<file path="src/rtl/test020_if.sv">
// test020_if: host-side bus for test020.
// Carries the mem2 host port (address/we/oe/din/dout/length) and the
// test method handshake (test_req in, test_busy/test_return out).
// master: host/controller side; slave: test020 side.
interface test020_if;
    logic [31:0] mem2_address;
    logic        mem2_we;
    logic        mem2_oe;
    logic [31:0] mem2_din;
    logic [31:0] mem2_dout;
    logic [31:0] mem2_length;
    logic        test_req;
    logic        test_busy;
    logic        test_return;

    modport master (
        output mem2_address, mem2_we, mem2_oe, mem2_din, test_req,
        input  mem2_dout, mem2_length, test_busy, test_return
    );

    modport slave (
        input  mem2_address, mem2_we, mem2_oe, mem2_din, test_req,
        output mem2_dout, mem2_length, test_busy, test_return
    );
endinterface

</file>
<file path="src/rtl/test020.sv">
// test020: self-checking compute block with fields a..e, a 16-word mem2 and
// a req/busy driven `test` method (c=a+b, d=a*b, mem2[i]=i+c, e=sum(mem2)).
// Ports:
//   clk                      rising-edge clock
//   reset                    asynchronous active-low reset
//   a_in..e_in / a_we..e_we  host field writes (c..e ignored while busy)
//   a_out..e_out             field registers
//   bus (test020_if.slave)   mem2 host port and test handshake
// Optional: define TEST020_CLEAR_EN to clear test_return when a run starts.
module test020 #(
    parameter int          MEM2_DEPTH   = 16,
    parameter logic [31:0] EXPECTED_SUM = 32'd248
) (
    input  logic        clk,
    input  logic        reset,
    input  logic [31:0] a_in,
    input  logic [31:0] b_in,
    input  logic [31:0] c_in,
    input  logic [31:0] d_in,
    input  logic [31:0] e_in,
    input  logic        a_we,
    input  logic        b_we,
    input  logic        c_we,
    input  logic        d_we,
    input  logic        e_we,
    output logic [31:0] a_out,
    output logic [31:0] b_out,
    output logic [31:0] c_out,
    output logic [31:0] d_out,
    output logic [31:0] e_out,
    test020_if.slave    bus
);
    localparam int AW = $clog2(MEM2_DEPTH);
    localparam int KW = $clog2(MEM2_DEPTH + 1);
    localparam logic [KW-1:0] K_LAST = KW'(MEM2_DEPTH - 1);
    localparam logic [KW-1:0] K_END  = KW'(MEM2_DEPTH);

    typedef enum logic [2:0] {IDLE, CALC, FILL, SUM, CHECK} state_t;

    state_t      state;
    logic [31:0] mem2 [MEM2_DEPTH];
    logic [KW-1:0] k;
    logic [31:0] rd;
    logic [31:0] sum;
    logic        in_range;

    assign in_range        = bus.mem2_address < 32'(MEM2_DEPTH);
    assign bus.mem2_length = 32'(MEM2_DEPTH);

    // mem2 has no reset; the fill sequence and the idle host port share one write port
    always_ff @(posedge clk) begin
        if (state == FILL)
            mem2[k[AW-1:0]] <= 32'(k) + c_out;
        else if (!bus.test_busy && bus.mem2_we && in_range)
            mem2[bus.mem2_address[AW-1:0]] <= bus.mem2_din;
    end

    always_ff @(posedge clk or negedge reset) begin
        if (!reset) begin
            state           <= IDLE;
            a_out           <= 32'd3;
            b_out           <= 32'd5;
            c_out           <= '0;
            d_out           <= '0;
            e_out           <= '0;
            k               <= '0;
            rd              <= '0;
            sum             <= '0;
            bus.test_busy   <= 1'b0;
            bus.test_return <= 1'b0;
            bus.mem2_dout   <= '0;
        end else begin
            if (a_we) a_out <= a_in;
            if (b_we) b_out <= b_in;
            if (!bus.test_busy) begin
                if (c_we) c_out <= c_in;
                if (d_we) d_out <= d_in;
                if (e_we) e_out <= e_in;
                if (bus.mem2_oe) bus.mem2_dout <= in_range ? mem2[bus.mem2_address[AW-1:0]] : '0;
            end
            case (state)
                IDLE: begin
                    if (bus.test_req) begin
                        state         <= CALC;
                        bus.test_busy <= 1'b1;
`ifdef TEST020_CLEAR_EN
                        bus.test_return <= 1'b0;
`endif
                    end
                end
                CALC: begin
                    c_out <= a_out + b_out;
                    d_out <= a_out * b_out;
                    k     <= '0;
                    sum   <= '0;
                    state <= FILL;
                end
                FILL: begin
                    k <= (k == K_LAST) ? '0 : k + 1'b1;
                    if (k == K_LAST) state <= SUM;
                end
                SUM: begin
                    // rd lags k by one cycle, so the final add happens at k == K_END
                    if (k != K_END) rd <= mem2[k[AW-1:0]];
                    if (k != '0) sum <= sum + rd;
                    k <= k + 1'b1;
                    if (k == K_END) state <= CHECK;
                end
                CHECK: begin
                    e_out           <= sum;
                    bus.test_return <= (sum == EXPECTED_SUM);
                    bus.test_busy   <= 1'b0;
                    state           <= IDLE;
                end
                default: state <= IDLE;
            endcase
        end
    end
endmodule

</file>
<file path="src/flat_wrapper.sv">
// flat-port wrapper written by rule: the top's interface ports become plain ports
module test020_flat 
#(
    parameter int          MEM2_DEPTH   = 16,
    parameter logic [31:0] EXPECTED_SUM = 32'd248
)
  (clk, reset, a_in, b_in, c_in, d_in, e_in, a_we, b_we, c_we, d_we, e_we, a_out, b_out, c_out, d_out, e_out, bus_mem2_address, bus_mem2_we, bus_mem2_oe, bus_mem2_din, bus_test_req, bus_mem2_dout, bus_mem2_length, bus_test_busy, bus_test_return);
  test020_if bus_i ();
  input  logic clk;
  input  logic reset;
  input  logic [31:0] a_in;
  input  logic [31:0] b_in;
  input  logic [31:0] c_in;
  input  logic [31:0] d_in;
  input  logic [31:0] e_in;
  input  logic a_we;
  input  logic b_we;
  input  logic c_we;
  input  logic d_we;
  input  logic e_we;
  output logic [31:0] a_out;
  output logic [31:0] b_out;
  output logic [31:0] c_out;
  output logic [31:0] d_out;
  output logic [31:0] e_out;
  input wire logic [$bits(bus_i.mem2_address)-1:0] bus_mem2_address;
  input wire logic [$bits(bus_i.mem2_we)-1:0] bus_mem2_we;
  input wire logic [$bits(bus_i.mem2_oe)-1:0] bus_mem2_oe;
  input wire logic [$bits(bus_i.mem2_din)-1:0] bus_mem2_din;
  input wire logic [$bits(bus_i.test_req)-1:0] bus_test_req;
  output wire logic [$bits(bus_i.mem2_dout)-1:0] bus_mem2_dout;
  output wire logic [$bits(bus_i.mem2_length)-1:0] bus_mem2_length;
  output wire logic [$bits(bus_i.test_busy)-1:0] bus_test_busy;
  output wire logic [$bits(bus_i.test_return)-1:0] bus_test_return;
  assign bus_i.mem2_address = bus_mem2_address;
  assign bus_i.mem2_we = bus_mem2_we;
  assign bus_i.mem2_oe = bus_mem2_oe;
  assign bus_i.mem2_din = bus_mem2_din;
  assign bus_i.test_req = bus_test_req;
  assign bus_mem2_dout = bus_i.mem2_dout;
  assign bus_mem2_length = bus_i.mem2_length;
  assign bus_test_busy = bus_i.test_busy;
  assign bus_test_return = bus_i.test_return;
  test020 #(.MEM2_DEPTH(MEM2_DEPTH), .EXPECTED_SUM(EXPECTED_SUM)) u_core (.clk(clk), .reset(reset), .a_in(a_in), .b_in(b_in), .c_in(c_in), .d_in(d_in), .e_in(e_in), .a_we(a_we), .b_we(b_we), .c_we(c_we), .d_we(d_we), .e_we(e_we), .a_out(a_out), .b_out(b_out), .c_out(c_out), .d_out(d_out), .e_out(e_out), .bus(bus_i));
endmodule
</file>
<file path="config.mk">
export PLATFORM = sky130hd
export DESIGN_NAME = test020_flat
export DESIGN_NICKNAME = d
export VERILOG_FILES = /design/src/rtl/test020_if.sv /design/src/rtl/test020.sv /design/src/flat_wrapper.sv
export SDC_FILE = /design/constraint.sdc
export NUM_CORES = 2
export LEC_CHECK = 0
export CAP_MARGIN = 25
export CELL_PAD_IN_SITES_DETAIL_PLACEMENT = 0
export CELL_PAD_IN_SITES_GLOBAL_PLACEMENT = 1
export CORE_MARGIN = 2
export CORE_UTILIZATION = 45
export CTS_CLUSTER_DIAMETER = 40
export DETAILED_ROUTE_END_ITERATION = 12
export PLACE_DENSITY = 0.8
export SLEW_MARGIN = 10
export SYNTH_ARGS = -nofsm -noshare
export SYNTH_HDL_FRONTEND = slang
export SYNTH_SLANG_ARGS = --single-unit
</file>
<file path="constraint.sdc">
create_clock -name clk -period 19.9 [get_ports clk]
set_input_delay 2.985 -clock clk [delete_from_list [all_inputs] [get_ports clk]]
set_output_delay 2.985 -clock clk [all_outputs]
set_load 0.005 [all_outputs]
</file>
== Yosys cells after proc, flatten, opt, wreduce, memory -nomap -nowiden ==
Memories as Yosys holds them, arrays and structs flattened. A register that Yosys moved wholly into a read port is not among the register bits.
Index checks and enable logic that the tools add are counted.

* Multiplexer cells: 28
* Magnitude comparators: 1
* $add $sub $neg: 4
* Multiply operators: 1
* Eq/ne operators: 14
* Reductions and logical operators: 21
* Bitwise logic cells: 1

{| class="wikitable"
|+ Operators by type and width
! cell !! number
|-
| 32-bit 2-to-1 mux || 12
|-
| 32-bit adder || 2
|-
| 32-bit one-hot mux with 2 select lines || 1
|-
| 5-bit by 32-bit adder with 32-bit output || 1
|-
| 32-bit by 8-bit == test with 1-bit output (second input constant) || 1
|-
| 32-bit by 5-bit < comparator with 1-bit output (second input constant) || 1
|-
| 32-bit by 32-bit multiplier with 32-bit output || 1
|-
| 32-bit OR reduction || 1
|-
| 5-bit one-hot mux with 3 select lines || 1
|-
| 2-bit AND reduction || 7
|-
| 3-bit one-hot mux with 4 select lines || 1
|-
| 2-bit nonzero test || 5
|-
| 3-bit 2-to-1 mux || 3
|-
| 2-bit != test (second input constant) || 4
|-
| 1-bit 2-to-1 mux || 7
|-
| 3-bit by 2-bit == test with 1-bit output (second input constant) || 2
|-
| 5-bit by 1-bit adder with 5-bit output (second input constant) || 1
|-
| 5-bit by 4-bit == test with 1-bit output (second input constant) || 1
|-
| 5-bit == test (second input constant) || 1
|-
| 5-bit 2-to-1 mux || 1
|-
| 5-bit != test (second input constant) || 1
|-
| 5-bit nonzero test || 1
|-
| 4-bit 2-to-1 mux || 1
|-
| 2-bit by 1-bit != test with 1-bit output (second input constant) || 2
|-
| other kinds (9) || 11
|}

* Output and inout bits: 226
* Memory bits (writable): 512
* Bits of input ports: 234
* Flip-flop bits (word level): 234
* Memories: 1

{| class="wikitable"
|+ Memories
! memory !! words !! width !! read ports !! clocked after memory_dff !! write ports !! line !! text
|-
| u_core.mem2 || 16 || 32 || 2 || 1 || 1 || test020.sv:41 || <nowiki>logic [31:0] mem2 [MEM2_DEPTH];</nowiki>
|}

== Longest topological paths before layout ==
* Depth in word-level cells: 8
* Mapped depth: 28
* Gate-level depth less buffers: 25

== Worst setup path after synthesis ==
Ideal clock, no wire load.

* Path type: flip-flop to flip-flop
* Start point: reg u_core.b_out[3]
* End point: reg u_core.d_out[28]
* Data required time: 19.780 ns
* Setup time: 0.120 ns
* Path buffers: 3
* Slack: 12.918 ns
* Data arrival time: 6.862 ns
* Stages on the path, launching flop included: 27
* Cells stage by stage: dfrtp_1 -> clkbuf_1 -> clkbuf_1 -> and2_1 -> fa_1 -> inv_1 -> fa_1 -> fa_1 -> fa_1 -> inv_1 -> fa_1 -> inv_1 -> fa_1 -> inv_1 -> fa_1 -> fa_1 -> ha_1 -> clkbuf_1 -> a21oi_1 -> o21bai_1 -> a21o_1 -> a21o_1 -> a21oi_1 -> o21ai_0 -> o31a_1 -> or3_1 -> a31o_1

* Longest elaborated chain between the ends: 2

{| class="wikitable"
|+ RTL lines
! element !! line !! text
|-
| start: declaration || test020.sv:27 || <nowiki>output logic [31:0] b_out,</nowiki>
|-
| start signal: assignment || test020.sv:74 || <nowiki>if (b_we) b_out <= b_in;</nowiki>
|-
| 32-bit by 32-bit multiplier with 32-bit output || test020.sv:93 || <nowiki>d_out <= a_out * b_out;</nowiki>
|-
| 32-bit 2-to-1 mux || test020.sv:81 || <nowiki>case (state)</nowiki>
|-
| end signal: assignment || test020.sv:77 || <nowiki>if (d_we) d_out <= d_in;</nowiki>
|-
| end signal: assignment || test020.sv:93 ||
|-
| end: declaration || test020.sv:29 || <nowiki>output logic [31:0] d_out,</nowiki>
|}

No other way between the ends.
A chain may end at the register's enable or synchronous reset.

== Worst setup path after layout ==
* Start point: reg u_core.a_out[10]
* End point: reg u_core.d_out[28]

* Longest elaborated chain between the ends: 2

{| class="wikitable"
|+ RTL lines
! element !! line !! text
|-
| start: declaration || test020.sv:26 || <nowiki>output logic [31:0] a_out,</nowiki>
|-
| start signal: assignment || test020.sv:73 || <nowiki>if (a_we) a_out <= a_in;</nowiki>
|-
| 32-bit by 32-bit multiplier with 32-bit output || test020.sv:93 ||
|-
| 32-bit 2-to-1 mux || test020.sv:81 ||
|}

No other way between the ends.

==> impl_metrics.py <==
metrics = {
    "setup_path": {
        "worstPathArrival_ns": 8.39,
        "path_max_fanout": 24,
        "required_ns": 20.53,
        "critPathBufInv": 4,
        "end_kind": "flip-flop",
        "regToRegEndpoint": "u_core.d_out[28]",
        "r2r_start": "u_core.a_out[10]",
        "crit_type": "flip-flop to flip-flop",
        "worst_setup_path_start_kind": "flip-flop",
        "crit_slowest_cell": "dfrtp_1",
        "worstPathCellList": "ha_1, inv_1, fa_1, inv_1, fa_1, fa_1, inv_1, fa_1, inv_1, fa_1, fa_1, fa_1, fa_1, ha_1, a21o_1, o21bai_1, a21o_1, a21o_1, a21oi_1, o21ai_0, o31a_1, or3_1, a31o_1",
        "r2r_slack_ns": 12.15,
        "crit_family": "adder cells",
        "startpoint": "u_core.a_out[10]",
        "rr_worst_depth": 23,
        "crit_top_cell": "fa_1",
        "max_stage_delay_ns": 0.99,
    },
    "logic_synthesis": {
        "synth_edf_count": 512,
        "synthFlopType": "edfxtp_1",
        "synthDistinctLibCells": 84,
        "yosysWarningCount": 0,
        "synth_seq_cells": 778,
        "synth_seq_area_share": 0.408,
        "synthAdderAreaFrac": 0.197,
        "avgSynthCellArea_um2": 12.7,
        "synthSimpleGateAreaFrac": 0.0908,
        "synth_compound_area_frac": 0.0532,
        "syn_area_mm2": 0.0541,
        "ys_async_sr_fraction": 0.342,
        "synthMuxAreaShare": 0.173,
        "syn_inst": 4245,
        "synthXorXnorAreaFrac": 0.0254,
        "synth_top_family_by_area": "adder cells",
    },
    "timing": {
        "max_freq_mhz": 129,
        "hold_viol_final": 0,
        "finalSetupTns_ns": 0,
        "fin_crit_ns": 7.75,
        "finalClockSkew_ns": 0.101,
        "rsz0062_at_grt": "no",
        "relSlewSlack": 0.283,
        "worst_pin_slew_ns": 1.08,
        "drv_slew": 0,
        "period_share": 0.390,
        "setup_viol": 0,
        "whs_ns": 0.475,
    },
    "clocking": {
        "cts_resized": 0,
        "clk_pin_slew_ns": 0.06,
        "clkLatencyLatePin_ns": 0.77,
        "cts-root-buf": "clkbuf_16",
        "cts_tree": "built",
        "cts_buffers": 117,
        "cts.sinks": 778,
        "cts_hold_buf": 0,
        "cts_max_level": 3,
        "clockBufferDepth": 3,
        "postCtsSetupBuffers": 0,
    },
    "routing": {
        "drc": 0,
        "avgRoutedWirePerCell_um": 26.5,
        "antenna_left": 0,
        "via_per_inst": 5.79,
        "drt_iter0_drc": 3545,
        "vias": 36835,
        "wirelength_um": 169000,
        "dr.pass1.iters": 5,
    },
    "placed_design": {
        "gp_congestion": 0.884,
        "place_hpwl_um": 119000,
        "place.port_buffers": 427,
        "placedCellCount": 6138,
    },
    "floorplan": {
        "die_h_um": 351,
        "initial_utilization": 0.452,
        "ios": 460,
        "core_area_mm2": 0.119,
        "die_area_mm2": 0.123,
        "dieWidth_um": 351,
        "rows": 127,
    },
    "global_route": {
        "use_met3": 0.0590,
        "grt_pass1_vias": 38287,
        "grt_use_total": 0.278,
        "antenna_found_initial": 13,
        "grt_first_pass_wirelength_um": 251000,
        "met2_usage": 0.447,
        "grt_max_degree": 103,
        "grt.busiest_layer": "met2",
        "met1_usage": 0.368,
        "global_route.overflow_total": 0,
    },
    "min_path": {
        "whs_endpoint": "u_core.bus.mem2_dout[28]",
        "min-delay-start": "u_core.bus.mem2_dout[28]",
        "min_path_type": "flip-flop to flip-flop",
        "whs_path_depth": 2,
    },
    "run_status": {
        "outcome": "complete, no violations",
    },
    "finish": {
        "syn_to_final_growth_pct": 19.0,
        "stdcell_count": 6367,
        "finalNetCount": 5488,
        "drive_gt1_frac": 0.169,
    },
    "flow_run": {
        "drv_cap": 0,
    },
}
[routing by layer]
layer,vias to the layer above,routed length (um)
li1,15663,-
met1,18886,65900
met2,1907,80100
met3,363,15300
met4,16,7200
met5,-,114
[worst max path at each step]
stage / end / slack [ns] / depth (start not counted)
global route: u_core.d_out[29] / 11.85 / 25
finish: u_core.d_out[28] / 12.15 / 23
detailed placement: u_core.d_out[28] / 12.19 / 23
CTS: u_core.d_out[28] / 12.17 / 23
floorplan: u_core.d_out[28] / 12.92 / 26
global placement: u_core.d_out[28] / 12.33 / 21
[sequential cells by signal, indices dropped and copies added, names as in the netlist]
signal,flops
u_core.b_out,32
u_core.sum,32
u_core.bus.test_return,1
u_core.c_out,32
u_core.mem2,512
u_core.a_out,32
u_core.d_out,32
u_core.rd,32
u_core.e_out,32
u_core.k,5
u_core.state,3
u_core.bus.test_busy,1
u_core.bus.mem2_dout,32
[cell families (layout without fill, tap and decap cells)]
family          count (synthesis)  count (layout)
simple gates                  989             989
flops                         778             778
buf+inv                       721            1198
fa+ha+maj                     605             605
mux                           519             519
compound gates                474             474
xor+xnor                      157             157
other cells                     2              35
[cell usage after synthesis (4+ instances only)]
cell       instances  area, um^2
a211o_1            5        43.8
a211oi_1          11        82.6
a21o_1            37         278
a21oi_1           85         425
a31oi_1           15        93.8
and2_1           306        1910
and3_1            17         106
buf_1             25        93.8
buf_2             23         115
buf_4             32         240
clkbuf_1         190         713
dfrtp_1          262        6560
dfstp_2            4         105
edfxtp_1         512       15400
fa_1             411        8230
ha_1             194        2430
inv_1            448        1680
mux2_2           116        1310
mux2i_1           83         831
mux4_2           320        7210
nand2_1          426        1600
nand2b_1          14        87.6
nand3_1           64         320
nand4_1            8        50.1
nor2_1            74         278
nor2b_1            9        56.3
nor3_1            17        85.1
nor3b_1            6        45.0
nor4_1            15        93.8
nor4b_1            4        35.0
o2111ai_1          4        35.0
o211ai_1           6        45.0
o21a_1            15         113
o21ai_0          212        1060
o21ai_1           21         105
o21bai_1          11        82.6
o31a_1             5        43.8
o31ai_1            9        67.6
or2_2              4        25.0
or3_1             10        62.6
xnor2_1           96         841
xor2_1            61         534
[cell type report]
cell class / instances / area, um^2
fill: 9921 / 55100
clock buffer: 133 / 3030
multi-input combinational: 2776 / 29400
antenna: 3 / 7.51
sequential: 778 / 22000
tap: 1612 / 2020
timing repair buffer: 527 / 5080
clock inverter: 89 / 1040
inverter: 449 / 1690
[tightest hold or removal path, cell delays in order (launching register included)]
cell and delay (ns):
dfrtp_1 0.34, nand2_1 0.04, o21ai_0 0.06
[metrics by stage]
| step | cell area [um^2] | worst slack [ns] | util |
|---|---|---|---|
| 6_report | 64300 | 12.15 | 0.539 |
| 5_1_grt | 64300 | 11.85 | 0.538 |
| 4_1_cts | 64300 | 12.17 | 0.538 |
| 3_5_place_dp | 60200 | 12.19 | 0.504 |
| 3_3_place_gp | 60200 | 12.33 | 0.504 |
| 2_1_floorplan | 54200 | 12.92 | - |
[layout by cell type (no fill, tap or decap), drive strengths merged, types with 66 or more instances in the layout]
master / Yosys / final
a21oi: 87 / 87
and2: 307 / 307
buf: 81 / 103
clkbuf: 191 / 135
clkdlybuf4s50: 0 / 422
dfrtp: 262 / 262
edfxtp: 512 / 512
fa: 411 / 411
ha: 194 / 194
inv: 449 / 485
mux2: 116 / 116
mux2i: 83 / 83
mux4: 320 / 320
nand2: 426 / 426
nand3: 66 / 66
nor2: 74 / 74
o21ai: 235 / 235
xnor2: 96 / 96
Power is left out: the tool's default activity adds up to more than one toggle a clock period on the data nets, which glitch-free logic cannot reach.
